--- src/rtl/bram_stream_reader.sv ---
// Read-side sequencer for a BRAM with a 1-cycle registered read: sweeps `count` words
// from `base` and presents them as a valid/ready stream with `last`.
module bram_stream_reader #(
  parameter int DATA_WIDTH    = 16,
  parameter int ADDRESS_WIDTH = 11
) (
  input  logic                     clock,
  input  logic                     reset,
  input  logic                     start,
  input  logic [ADDRESS_WIDTH-1:0] base,
  input  logic [ADDRESS_WIDTH:0]   count,
  output logic                     busy,
  output logic                     done,
  output logic [ADDRESS_WIDTH-1:0] raddr,
  input  logic [DATA_WIDTH-1:0]    mem_dout,
  output logic                     out_valid,
  input  logic                     out_ready,
  output logic [DATA_WIDTH-1:0]    out_data,
  output logic                     out_last
);

  localparam int CW = ADDRESS_WIDTH + 1;

  typedef enum logic [1:0] {IDLE, RUN, DONE} state_t;

  state_t                   state, state_next;
  logic [ADDRESS_WIDTH-1:0] pointer, raddr_q;
  logic [CW-1:0]            issue_left, beat_left;
  logic                     inflight, inflight_last;
  logic                     accept, issue, pop;

  logic [DATA_WIDTH-1:0]    buf_data [2];
  logic [1:0]               buf_last;
  logic                     rd_ptr, wr_ptr;
  logic [1:0]               occupancy;

  assign out_valid = (occupancy != 2'd0);
  assign out_data  = buf_data[rd_ptr];
  assign out_last  = out_valid && buf_last[rd_ptr];
  assign pop       = out_valid && out_ready;

  // NOTE: registers use non-blocking assignments so every flop samples pre-edge values.
  always_ff @(posedge clock) begin
    if (reset) state <= IDLE;
    else       state <= state_next;
  end

  always_comb begin
    // NOTE: every signal gets a default first so no path through the case infers a latch.
    state_next = state;
    busy       = 1'b0;
    done       = 1'b0;
    accept     = 1'b0;
    issue      = 1'b0;
    raddr      = raddr_q;
    case (state)
      IDLE: begin
        accept = start;
        if (start) state_next = (count == '0) ? DONE : RUN;
      end
      RUN: begin
        busy = 1'b1;
        // Issue only if the word it returns is guaranteed a free buffer slot on arrival.
        issue = (issue_left != '0) &&
                (({1'b0, occupancy} + {2'b00, inflight}) <= (3'd1 + {2'b00, pop}));
        if (issue) raddr = pointer;
        if (pop && (beat_left == CW'(1))) state_next = DONE;
      end
      DONE: begin
        done       = 1'b1;
        state_next = IDLE;
      end
      default: state_next = IDLE;
    endcase
  end

  always_ff @(posedge clock) begin
    if (reset) begin
      pointer       <= '0;
      raddr_q       <= '0;
      issue_left    <= '0;
      beat_left     <= '0;
      inflight      <= 1'b0;
      inflight_last <= 1'b0;
      rd_ptr        <= 1'b0;
      wr_ptr        <= 1'b0;
      occupancy     <= 2'd0;
    end else begin
      raddr_q       <= raddr;
      inflight      <= issue;
      inflight_last <= issue && (issue_left == CW'(1));
      if (accept) begin
        pointer    <= base;
        issue_left <= count;
        beat_left  <= count;
      end else begin
        if (issue) begin
          pointer    <= pointer + ADDRESS_WIDTH'(1);
          issue_left <= issue_left - CW'(1);
        end
        if (pop) beat_left <= beat_left - CW'(1);
      end
      if (inflight) wr_ptr <= ~wr_ptr;
      if (pop)      rd_ptr <= ~rd_ptr;
      case ({inflight, pop})
        2'b10:   occupancy <= occupancy + 2'd1;
        2'b01:   occupancy <= occupancy - 2'd1;
        default: occupancy <= occupancy;
      endcase
    end
  end

  // NOTE: buffer storage is not reset; occupancy alone decides which entries are live.
  always_ff @(posedge clock) begin
    if (inflight) begin
      buf_data[wr_ptr] <= mem_dout;
      buf_last[wr_ptr] <= inflight_last;
    end
  end

endmodule

--- config.mk ---
export PLATFORM = sky130hd
export DESIGN_NAME = bram_stream_reader
export DESIGN_NICKNAME = d
export VERILOG_FILES = /design/src/rtl/bram_stream_reader.sv
export SDC_FILE = /design/constraint.sdc
export NUM_CORES = 1
export LEC_CHECK = 0
export CORE_ASPECT_RATIO = 1.25
export CORE_MARGIN = 2
export CORE_UTILIZATION = 53
export CTS_CLUSTER_DIAMETER = 100
export DETAILED_ROUTE_END_ITERATION = 8
export HOLD_SLACK_MARGIN = 0.08
export PLACE_DENSITY_LB_ADDON = 0.25
export SLEW_MARGIN = 20
export SYNTH_ARGS = -nofsm -noshare
export SYNTH_HDL_FRONTEND = slang
export SYNTH_SLANG_ARGS = --single-unit
--- constraint.sdc ---
create_clock -name clock -period 3.4 [get_ports clock]
set_clock_uncertainty 0.1 [all_clocks]
set_input_delay 0.34 -clock clock [delete_from_list [all_inputs] [get_ports clock]]
set_output_delay 0.34 -clock clock [all_outputs]
set_load 0.005 [all_outputs]
==> load_flow_metrics.sql, run 1 <==
INSERT INTO impl_metrics (metric_group, metric, value, unit) VALUES
('run_status', 'result_of_the_run', 'complete, no violations', ''),
('placed_design', 'post_dp_cell_area', '0.005027', 'mm²'),
('cells_and_area', 'p_r_area_growth_vs_syn', '28.69', '%'),
('synth', 'synth_top_area_share', '26.63', '%'),
('synth', 'synth_top_cells_by_area', 'dfxtp_1 27%, edfxtp_1 25%, mux2_2 6.0%, nor2_1 3.6%, a21oi_1 2.8%', ''),
('detailed_routing', 'dr_total_vias', '3237', ''),
('worst_setup_path', 'crit_type', 'in2out', ''),
('worst_setup_path', 'highest_net_fanout_along_the_worst_path', '5', ''),
('detailed_routing', 'iteration_count_of_the_initial_detailed_routing_pass', '4', ''),
('hold_path', 'hp-start', 'inflight_last', ''),
('synth', 'average_size_of_a_mapped_cell', '10.68', 'µm²'),
('clock_network', 'clock_tree_from_tritoncts', 'yes', ''),
('timing', 'fmaxAchievable', '300.6', 'MHz'),
('clock_network', 'deepest_clock_path_buffer_count', '2', ''),
('worst_setup_path', 'regToRegEndpoint', 'pointer[3]', ''),
('die', 'fp.coreArea', '0.007702', 'mm²'),
('detailed_routing', 'postRouteWirelength', '9234', 'µm'),
('timing', 'timing.slew.headroom', '46.74', '%'),
('clock_network', 'cts_root_buf', 'clkbuf_8', ''),
('worst_setup_path', 'worst_r2r_startpoint', 'occupancy[0]', ''),
('cells_and_area', 'finalInstanceArea', '0.005320', 'mm²'),
('worst_setup_path', 'worst-endpoint-required', '2960', 'ps'),
('synth', 'synth_area', '0.004134', 'mm²'),
('worst_setup_path', 'worstRegToRegCells', '12', ''),
('synth', 'synth.distinct_cells', '57', ''),
('cells_and_area', 'commonest_cells_after_routing_fill_and_taps_aside', '61 x clkdlybuf4s50_1, 53 x dfxtp_1, 40 x nor2_1, 34 x edfxtp_1, 24 x buf_4', ''),
('placed_design', 'gp_congestion', '0.8409', ''),
('timing', 'postLayoutSetupSlackWorst', '73.30', 'ps'),
('synth', 'synth_enable_flop_cells', '34', ''),
('timing', 'setup-violations-final', '0', ''),
('synth', 'postSynth.asyncResetShare', '0', '%'),
('detailed_routing', 'drt_iter0_markers', '130', ''),
('power', 'cellPowerDensity', '595.5', 'mW/mm²'),
('worst_setup_path', 'worst_setup_path_start_kind', 'primary input', ''),
('clock_network', 'postCtsHoldBufs', '0', ''),
('cells_and_area', 'n_antenna_cell', '0', ''),
('detailed_routing', 'drt.antenna.violating_nets', '0', ''),
('cells_and_area', 'nets', '530', ''),
('cells_and_area', 'filler_cell_count', '594', ''),
('hold_path', 'number_of_instances_on_the_worst_hold_path', '0', ''),
('die', 'fp.dieH', '102.7', 'µm'),
('clock_network', 'cts.sinks', '89', ''),
('timing', 'timing.final.crit_period', '3327', 'ps'),
('synth', 'syn_inst', '387', ''),
('clock_network', 'tritoncts.num_buffers', '9', ''),
('timing', 'final_min_period_over_clock_period', '97.84', '%'),
('synth', 'yosysWarnings', '0', ''),
('worst_setup_path', 'worst-endpoint-arrival', '2890', 'ps'),
('cells_and_area', 'seqCellArea', '0.002127', 'mm²'),
('run', 'max_cap_violations', '0', ''),
('grt', 'first_pass_grt_wire_length', '14880', 'µm'),
('grt', 'grt_max_degree', '38', ''),
('timing', 'final_hold_viol_count', '0', ''),
('detailed_routing', 'remaining_drc_errors', '0', ''),
('die', 'die_width', '83.00', 'µm'),
('clock_network', 'clkLatencyLatePin', '360', 'ps'),
('timing', 'worst_slew_pin_slew', '796.9', 'ps'),
('timing', 'setup_tns', '0', 'ps'),
('hold_path', 'hp-class', 'reg2reg', ''),
('worst_setup_path', 'end_kind', 'primary output', ''),
('placed_design', 'placement.io_buffers', '73', ''),
('placed_design', 'place_ws', '-302.6', 'ps'),
('cells_and_area', 'final_common_cell', 'clkdlybuf4s50_1', ''),
('cells_and_area', 'postLayoutCoreUtil', '69.07', '%'),
('cells_and_area', 'area_occupied_by_multi_input_gates', '0.001927', 'mm²'),
('die', 'rows', '36', ''),
('die', 'ioPinCount', '74', ''),
('timing', 'final-max-slew-violation-count', '0', ''),
('die', 'initial_utilization', '53.67', '%'),
('timing', 'final.hold.worst_slack', '338.8', 'ps'),
('power', 'leakagePower', '1.937', 'nW');
worst max path at each step:
| stage | startpoint | endpoint | slack (ps) | cells after the start |
|---|---|---|---|---|
| 4_1_cts | occupancy[0] | raddr[5] | -50 | 10 |
| 6_report | out_ready | raddr[3] | 70 | 12 |
| 3_5_place_dp | out_ready | raddr[5] | -300 | 10 |
| 5_1_grt | occupancy[0] | raddr[10] | -1 | 11 |
| 2_1_floorplan | occupancy[1] | raddr[0] | 370 | 8 |
| 3_3_place_gp | out_ready | raddr[0] | -280 | 10 |
stage by stage:
step	std cells	power (mW)
global route	578	3.357
global placement	554	2.382
floorplan	387	2.005
detailed placement	554	2.417
finish	578	3.168
CTS	577	3.149
synth_stat cells, drive strengths merged (3+ instances only):
| cell type | number |
|---|---|
| dfxtp | 55 |
| o21bai | 4 |
| nor2b | 13 |
| or3 | 3 |
| and2 | 5 |
| clkbuf | 12 |
| mux2 | 29 |
| a32oi | 4 |
| nand2 | 24 |
| a311oi | 3 |
| inv | 16 |
| a2111oi | 4 |
| nor2 | 40 |
| o21a | 4 |
| a211oi | 14 |
| buf | 8 |
| nand4 | 3 |
| a21oi | 23 |
| o21ai | 8 |
| ha | 8 |
| nand3 | 5 |
| and3 | 4 |
| nor4 | 12 |
| nor3 | 8 |
| xor2 | 3 |
| xnor2 | 13 |
| edfxtp | 34 |
registers in the layout, summed over array words and instances, names as in the netlist, 2 cells and up, named ones only:
| name | flops |
|---|---|
| beat_left | 12 |
| buf_data | 32 |
| buf_last | 2 |
| issue_left | 12 |
| occupancy | 2 |
| pointer | 11 |
| raddr_q | 11 |
| state | 2 |
worst max-delay path: stages:
cell,delay [ps]
clkdlybuf4s50_1,520
o21ai_4,90
inv_4,60
fa_1,450
or3_4,350
a32o_2,290
buf_4,140
buf_4,140
and2_4,140
nand2_2,60
nand2_1,40
dlygate4sd2_1,250
metal layers:
metal | share of wire (%) | vias to the layer above | wire [µm] | track usage, %
met3 | 3.9 | 26 | 356 | 3.603
met4 | 2.9 | 0 | 268 | 10.34
met1 | 43 | 1536 | 3930 | 25.26
met5 | 0 | - | 0 | 0
met2 | 51 | 87 | 4678 | 39.70
li1 | - | 1588 | - | -
power breakdown:
| part | internal, mW | switching (mW) |
|---|---|---|
| sequential | 1.26 | 0.137 |
| combinational | 0.595 | 0.506 |
| clock | 0.273 | 0.398 |
| total | 2.13 | 1.04 |
area by class of cell:
cell class	count	share of cell area, %
flip-flops and latches	89	39.98
multi-input cells	261	36.22
repair buffers	100	16.98
clock buffers	9	2.328
well taps	95	2.234
inverters	17	1.246
clock inverters	7	1.011
kinds of logic (layout without fill, tap and decap cells):
family / Yosys count / after routing / share of synthesized area (%)
simple gates: 127 / 127 / 17.01
flops: 89 / 89 / 51.33
compound gates: 78 / 78 / 13.17
buf+inv: 37 / 133 / 3.813
mux: 31 / 31 / 8.384
xor+xnor: 16 / 16 / 3.390
fa+ha+maj: 9 / 9 / 2.906
timing repair:
item / 4_1_cts / 5_1_grt
setup buffers: 7 / 1
cloned: 1 / 0
gates resized for setup: 32 / 21
endpoints found under the setup margin: 11 / 11
pin swaps: 4 / 4
No activity file was read; power rests on OpenSTA's default activity.
==> run 2, diff against run 1 <==
--- a/config.mk
+++ b/config.mk
@@ -11,6 +11,7 @@
 export CTS_CLUSTER_DIAMETER = 100
 export DETAILED_ROUTE_END_ITERATION = 8
 export HOLD_SLACK_MARGIN = 0.08
+export MAX_ROUTING_LAYER = met4
 export PLACE_DENSITY_LB_ADDON = 0.25
 export SLEW_MARGIN = 20
 export SYNTH_ARGS = -nofsm -noshare
==> load_flow_metrics.sql, run 2 (same netlist as run 1, synthesis figures left out) <==
INSERT INTO impl_metrics (metric_group, metric, value, unit) VALUES
('timing', 'final_min_period_over_clock_period', '97.58', '%'),
('cells_and_area', 'layout.cells.non_filler', '578', ''),
('cells_and_area', 'final_common_cell', 'clkdlybuf4s50_1', ''),
('power', 'irDropWorstVdd', '0.0003707', 'V'),
('die', 'fp.coreArea', '0.007702', 'mm²'),
('detailed_routing', 'drt.antenna.violating_nets', '0', ''),
('power', 'cellPowerDensity', '595.0', 'mW/mm²'),
('clock_network', 'h-tree-depth', '3', ''),
('placed_design', 'placement.io_buffers', '73', ''),
('cells_and_area', 'nets', '530', ''),
('placed_design', 'place.detailed.hpwl', '6328', 'µm'),
('grt', 'first_pass_grt_wire_length', '14930', 'µm'),
('cells_and_area', 'max_reg_flops', '32', ''),
('worst_setup_path', 'cp_top_family', 'buffers and inverters', ''),
('worst_setup_path', 'crit_type', 'in2out', ''),
('detailed_routing', 'viasPerCell', '5.628', ''),
('detailed_routing', 'drt-wirelength-per-cell', '15.94', 'µm'),
('detailed_routing', 'dr_total_vias', '3253', ''),
('timing', 'fmaxAchievable', '301.4', 'MHz'),
('timing', 'worst_slew_pin_slew', '790.4', 'ps'),
('clock_network', 'deepest_clock_path_buffer_count', '2', ''),
('placed_design', 'gp_congestion', '0.8539', ''),
('cells_and_area', 'n_antenna_cell', '0', ''),
('hold_path', 'hp-class', 'reg2reg', ''),
('clock_network', 'cts_root_buf', 'clkbuf_8', ''),
('timing', 'rsz0062_at_grt', 'yes', ''),
('power', 'leakagePower', '1.937', 'nW'),
('run_status', 'result_of_the_run', 'complete, no violations', ''),
('timing', 'postLayoutSetupSlackWorst', '82.26', 'ps'),
('grt', 'grt_max_degree', '38', ''),
('die', 'die_width', '83.00', 'µm'),
('worst_setup_path', 'cell_with_the_largest_stage_delay_on_the_worst_path', 'clkdlybuf4s50_1', ''),
('timing', 'setup_tns', '0', 'ps'),
('grt', 'grt.total_usage', '22.63', '%'),
('worst_setup_path', 'worst_setup_path_start_kind', 'primary input', ''),
('detailed_routing', 'postRouteWirelength', '9211', 'µm'),
('timing', 'setup-violations-final', '0', ''),
('clock_network', 'cts.sinks', '89', ''),
('timing', 'final.hold.worst_slack', '338.9', 'ps'),
('worst_setup_path', 'end_kind', 'primary output', ''),
('worst_setup_path', 'highest_net_fanout_along_the_worst_path', '5', ''),
('cells_and_area', 'p_r_area_growth_vs_syn', '28.69', '%'),
('die', 'dieArea', '0.008527', 'mm²'),
('worst_setup_path', 'cpPeakStageDelay', '520', 'ps'),
('clock_network', 'tritoncts.num_buffers', '9', ''),
('detailed_routing', 'drt_iter0_markers', '133', ''),
('grt', 'antenna_found_initial', '0', ''),
('cells_and_area', 'post_route_cells_drive_above_1_share', '20.08', '%'),
('power', 'report.power.total', '3.166', 'mW'),
('detailed_routing', 'iteration_count_of_the_initial_detailed_routing_pass', '4', ''),
('cells_and_area', 'regMostFlops', 'buf_data', ''),
('detailed_routing', 'remaining_drc_errors', '0', ''),
('timing', 'timing.final.crit_period', '3318', 'ps'),
('run', 'max_cap_violations', '0', ''),
('die', 'rows', '36', ''),
('clock_network', 'clock_tree_from_tritoncts', 'yes', ''),
('clock_network', 'clk_transition_reported_paths', '80', 'ps'),
('die', 'fp.dieH', '102.7', 'µm'),
('placed_design', 'place_ws', '-302.6', 'ps'),
('worst_setup_path', 'worst-endpoint-required', '2960', 'ps'),
('die', 'initial_utilization', '53.67', '%'),
('cells_and_area', 'top_regs', 'buf_data (32), beat_left (12), issue_left (12)', ''),
('clock_network', 'clkLatencyLatePin', '350', 'ps'),
('worst_setup_path', 'crit_chain', 'clkdlybuf4s50_1 > o21ai_4 > inv_4 > fa_1 > or3_4 > a32o_2 > nand2_4 > buf_4 > buf_6 > mux2_2 > clkbuf_2', ''),
('worst_setup_path', 'crit_buf_inv', '5', ''),
('grt', 'global_route.overflow_total', '0', ''),
('worst_setup_path', 'worst-endpoint-arrival', '2880', 'ps'),
('timing', 'final_hold_viol_count', '0', ''),
('cells_and_area', 'commonest_cells_after_routing_fill_and_taps_aside', '61 x clkdlybuf4s50_1, 53 x dfxtp_1, 40 x nor2_1, 34 x edfxtp_1, 24 x buf_4', ''),
('placed_design', 'place_inst', '554', ''),
('timing', 'timing.slew.headroom', '47.18', '%'),
('timing', 'final-max-slew-violation-count', '0', ''),
('die', 'ioPinCount', '74', ''),
('grt', 'grt_pass1_vias', '3187', '');
## run 2: timing repair
item,CTS,global route
gates resized for setup,32,24
gates cloned,1,0
hold endpoints to repair,0,0
setup buffers,7,1
hold buffers,0,0
pin swaps,4,4
endpoints found under the setup margin,11,11
## run 2: final timing paths
| check | start | endpoint | slack [ps] | depth (start not counted) |
|---|---|---|---|---|
| setup / recovery | out_ready | raddr[4] | 80 | 11 |
| hold / removal | inflight_last | buf_last[1] | 340 | 0 |
| setup reg to reg | occupancy[0] | pointer[3] | 270 | 12 |
| hold reg to reg | inflight_last | buf_last[1] | 340 | 0 |
## run 2: per-stage QoR
stage	cell area, µm²	util [%]
3_5_place_dp	5027	65.27
4_1_cts	5314	68.99
5_1_grt	5320	69.07
2_1_floorplan	4134	-
3_3_place_gp	5027	65.27
6_report	5320	69.07
## run 2: final cells by class
type / count / area (µm²)
Fill cell: 591 / 2382
Sequential cell: 89 / 2127
Multi-Input combinational cell: 261 / 1931
Timing Repair Buffer: 100 / 899.6
Clock buffer: 9 / 123.9
Tap cell: 95 / 118.9
Inverter: 17 / 66.31
Clock inverter: 7 / 53.80
## run 2: where the power goes
| part | leakage, nW | internal (mW) | switching [mW] |
|---|---|---|---|
| registers | 0.763 | 1.26 | 0.137 |
| logic | 1.09 | 0.596 | 0.506 |
| clock network | 0.0857 | 0.273 | 0.393 |
## run 2: metal layers
| metal | track usage [%] | part of all wire (%) | vias up |
|---|---|---|---|
| met3 | 4.804 | 3.5 | 19 |
| met5 | - | 0 | - |
| met4 | 9.206 | 2.2 | 0 |
| met2 | 39.64 | 52 | 83 |
| li1 | - | - | 1587 |
| met1 | 25.46 | 42 | 1564 |
==> run 3, diff against run 2 <==
--- a/config.mk
+++ b/config.mk
@@ -7,9 +7,10 @@
 export LEC_CHECK = 0
 export CORE_ASPECT_RATIO = 1.25
 export CORE_MARGIN = 2
-export CORE_UTILIZATION = 53
+export CORE_UTILIZATION = 40
 export CTS_CLUSTER_DIAMETER = 100
 export DETAILED_ROUTE_END_ITERATION = 8
+export GPL_ROUTABILITY_DRIVEN = 0
 export HOLD_SLACK_MARGIN = 0.08
 export MAX_ROUTING_LAYER = met4
 export PLACE_DENSITY_LB_ADDON = 0.25
==> load_flow_metrics.sql, run 3 (same netlist as run 1, synthesis figures left out) <==
INSERT INTO impl_metrics (metric_group, metric, value, unit) VALUES
('run_status', 'result_of_the_run', 'complete, no violations', ''),
('power', 'power.net_switching', '1.052', 'mW'),
('worst_setup_path', 'crit_chain', 'o21ai_4 > inv_4 > fa_1 > or3_4 > a32o_2 > nand2_4 > buf_12 > mux2_2 > dlygate4sd2_1', ''),
('worst_setup_path', 'worst-endpoint-required', '2960', 'ps'),
('power', 'cell_internal_pwr', '2.432', 'mW'),
('timing', 'fmaxAchievable', '294.3', 'MHz'),
('die', 'fp.coreArea', '0.01011', 'mm²'),
('detailed_routing', 'dr_total_vias', '3250', ''),
('worst_setup_path', 'cp_top_family', 'compound AO/OA/AOI/OAI gates', ''),
('detailed_routing', 'postRouteWirelength', '9424', 'µm'),
('detailed_routing', 'viasPerCell', '5.354', ''),
('die', 'fp.dieH', '117.7', 'µm'),
('grt', 'first_pass_grt_wire_length', '15420', 'µm'),
('die', 'ioPinCount', '74', ''),
('timing', 'final_hold_viol_count', '0', ''),
('timing', 'timing.slew.headroom', '45.43', '%'),
('die', 'initial_utilization', '40.91', '%'),
('cells_and_area', 'filler_cell_count', '904', ''),
('timing', 'final_min_period_over_clock_period', '99.93', '%'),
('clock_network', 'clock_tree_from_tritoncts', 'yes', ''),
('placed_design', 'place.detailed.hpwl', '6683', 'µm'),
('worst_setup_path', 'worstRegToRegCells', '10', ''),
('worst_setup_path', 'end_kind', 'primary output', ''),
('placed_design', 'placement.io_buffers', '73', ''),
('cells_and_area', 'max_reg_flops', '32', ''),
('clock_network', 'cts.sinks', '89', ''),
('worst_setup_path', 'cell_with_the_largest_stage_delay_on_the_worst_path', 'fa_1', ''),
('worst_setup_path', 'reg2reg_setup_slack', '500', 'ps'),
('power', 'power_frac_clock', '28.2', '%'),
('cells_and_area', 'top_regs', 'buf_data (32), beat_left (12), issue_left (12)', ''),
('worst_setup_path', 'cpPeakStageDelay', '470', 'ps'),
('cells_and_area', 'commonest_cells_after_routing_fill_and_taps_aside', '60 x clkdlybuf4s50_1, 53 x dfxtp_1, 40 x nor2_1, 34 x edfxtp_1', ''),
('cells_and_area', 'final_common_cell', 'clkdlybuf4s50_1', ''),
('grt', 'grt_max_degree', '34', ''),
('clock_network', 'deepest_clock_path_buffer_count', '2', ''),
('detailed_routing', 'drt.antenna.violating_nets', '0', ''),
('clock_network', 'clk_transition_reported_paths', '60', 'ps'),
('detailed_routing', 'remaining_drc_errors', '0', ''),
('hold_path', 'worst_hold_path.endpoint', 'buf_last[0]', ''),
('run', 'max_cap_violations', '0', ''),
('die', 'rows', '41', ''),
('hold_path', 'hp-class', 'reg2reg', ''),
('cells_and_area', 'regMostFlops', 'buf_data', ''),
('cells_and_area', 'nets', '525', ''),
('placed_design', 'place_inst', '586', ''),
('worst_setup_path', 'worst_r2r_startpoint', 'occupancy[0]', ''),
('cells_and_area', 'layout.cells.non_filler', '607', ''),
('cells_and_area', 'post_route_cells_drive_above_1_share', '18.20', '%'),
('cells_and_area', 'postLayoutCoreUtil', '54.19', '%'),
('hold_path', 'number_of_instances_on_the_worst_hold_path', '0', ''),
('detailed_routing', 'iteration_count_of_the_initial_detailed_routing_pass', '4', ''),
('clock_network', 'clkLatencyLatePin', '340', 'ps'),
('cells_and_area', 'p_r_area_growth_vs_syn', '32.48', '%'),
('power', 'leakagePower', '2.005', 'nW'),
('timing', 'final-max-slew-violation-count', '0', ''),
('worst_setup_path', 'highest_net_fanout_along_the_worst_path', '7', ''),
('grt', 'grt_pass1_vias', '3236', ''),
('worst_setup_path', 'worst_setup_path_start_kind', 'register', ''),
('grt', 'grt.total_usage', '18.29', '%'),
('worst_setup_path', 'worst-endpoint-arrival', '2960', 'ps'),
('die', 'die_width', '94.93', 'µm'),
('clock_network', 'tritoncts.num_buffers', '9', ''),
('power', 'cellPowerDensity', '636.1', 'mW/mm²'),
('grt', 'global_route.overflow_total', '0', ''),
('timing', 'setup_tns', '0', 'ps'),
('die', 'dieArea', '0.01117', 'mm²'),
('cells_and_area', 'seqCellArea', '0.002127', 'mm²'),
('power', 'irDropWorstVdd', '0.0003348', 'V'),
('detailed_routing', 'drt_iter0_markers', '163', ''),
('power', 'share_seq_of_total_power', '40.1', '%'),
('worst_setup_path', 'crit_type', 'reg2out', ''),
('hold_path', 'hp-start', 'inflight_last', ''),
('worst_setup_path', 'regToRegEndpoint', 'pointer[10]', ''),
('timing', 'timing.final.crit_period', '3397', 'ps'),
('clock_network', 'h-tree-depth', '3', ''),
('grt', 'antenna_found_initial', '0', ''),
('timing', 'worst_slew_pin_slew', '816.6', 'ps'),
('timing', 'rsz0062_at_grt', 'yes', ''),
('clock_network', 'cts_root_buf', 'clkbuf_16', ''),
('power', 'switching_share', '30.20', '%'),
('detailed_routing', 'drt-wirelength-per-cell', '15.53', 'µm'),
('power', 'pwr-share-comb', '31.8', '%'),
('cells_and_area', 'area_occupied_by_multi_input_gates', '0.001922', 'mm²'),
('worst_setup_path', 'crit_buf_inv', '3', ''),
('cells_and_area', 'n_antenna_cell', '0', ''),
('timing', 'setup-violations-final', '0', '');
-- run 3: cell count changes in the layout (fill, tap and decap cells not counted), sizes merged --
cell and change:
dlygate4sd2 +5, bufinv +1, dlymetal6s2s +1, clkdlybuf4s50 -1, clkdlybuf4s15 -1, inv -2, clkbuf -3, buf -5
-- run 3: cell type report --
| class | instances | area share [%] |
|---|---|---|
| clock buffers | 10 | 4.181 |
| clock inverters | 6 | 1.234 |
| inverters | 17 | 1.211 |
| multi-input cells | 261 | 35.09 |
| flip-flops and latches | 89 | 38.84 |
| well taps | 129 | 2.947 |
| repair buffers | 95 | 16.50 |
-- run 3: worst reg2reg max path: stages (launching register included) --
cell and delay, ps:
dfxtp_4 370, o21ai_4 190, inv_4 50, fa_1 480
or3_4 380, a32o_2 310, buf_4 160, and2_1 140
buf_4 210, a311o_1 330, a21oi_1 120
-- run 3: worst max path at each step --
| stage | end | start | depth (start not counted) |
|---|---|---|---|
| floorplan | raddr[0] | occupancy[1] | 8 |
| global placement | raddr[4] | out_ready | 10 |
| detailed placement | raddr[10] | out_ready | 10 |
| CTS | raddr[8] | occupancy[0] | 10 |
| global route | raddr[4] | occupancy[0] | 9 |
| finish | raddr[0] | occupancy[0] | 9 |
-- run 3: metrics by stage --
stage | area (µm²) | setup slack (ps) | hold WS (ps) | power [mW]
2_1_floorplan | 4134 | 371.7 | 303.7 | 2.005
3_3_place_gp | 5067 | -294.7 | 305.3 | 2.408
3_5_place_dp | 5067 | -329.0 | 324.6 | 2.437
4_1_cts | 5425 | -49.50 | 345.1 | 3.481
5_1_grt | 5477 | -76.86 | 353.2 | 3.684
6_report | 5477 | 2.547 | 345.2 | 3.484
-- run 3: routing by layer --
layer | up-vias | wire length [µm] | global-route usage [%]
met4 | 0 | 277 | 9.239
met2 | 86 | 4929 | 30.59
li1 | 1586 | - | -
met3 | 19 | 423 | 3.777
met1 | 1559 | 3794 | 20.33
met5 | - | 0 | -
-- run 3: repair_timing --
action / 4_1_cts / 5_1_grt
endpoints found under the setup margin: 11 / 11
setup buffers: 3 / 1
pin swaps: 3 / 4
hold buffers: 0 / 0
gates cloned: 1 / 0
resized for setup: 20 / 23
-- run 3: power by group through the flow --
stage | logic, mW | clock network (mW) | registers [mW]
2_1_floorplan | 0.632 | 0 | 1.37
6_report | 1.11 | 0.982 | 1.40
3_5_place_dp | 1.03 | 0 | 1.41
3_3_place_gp | 1.00 | 0 | 1.40
5_1_grt | 1.21 | 1.06 | 1.42
4_1_cts | 1.08 | 1.01 | 1.39
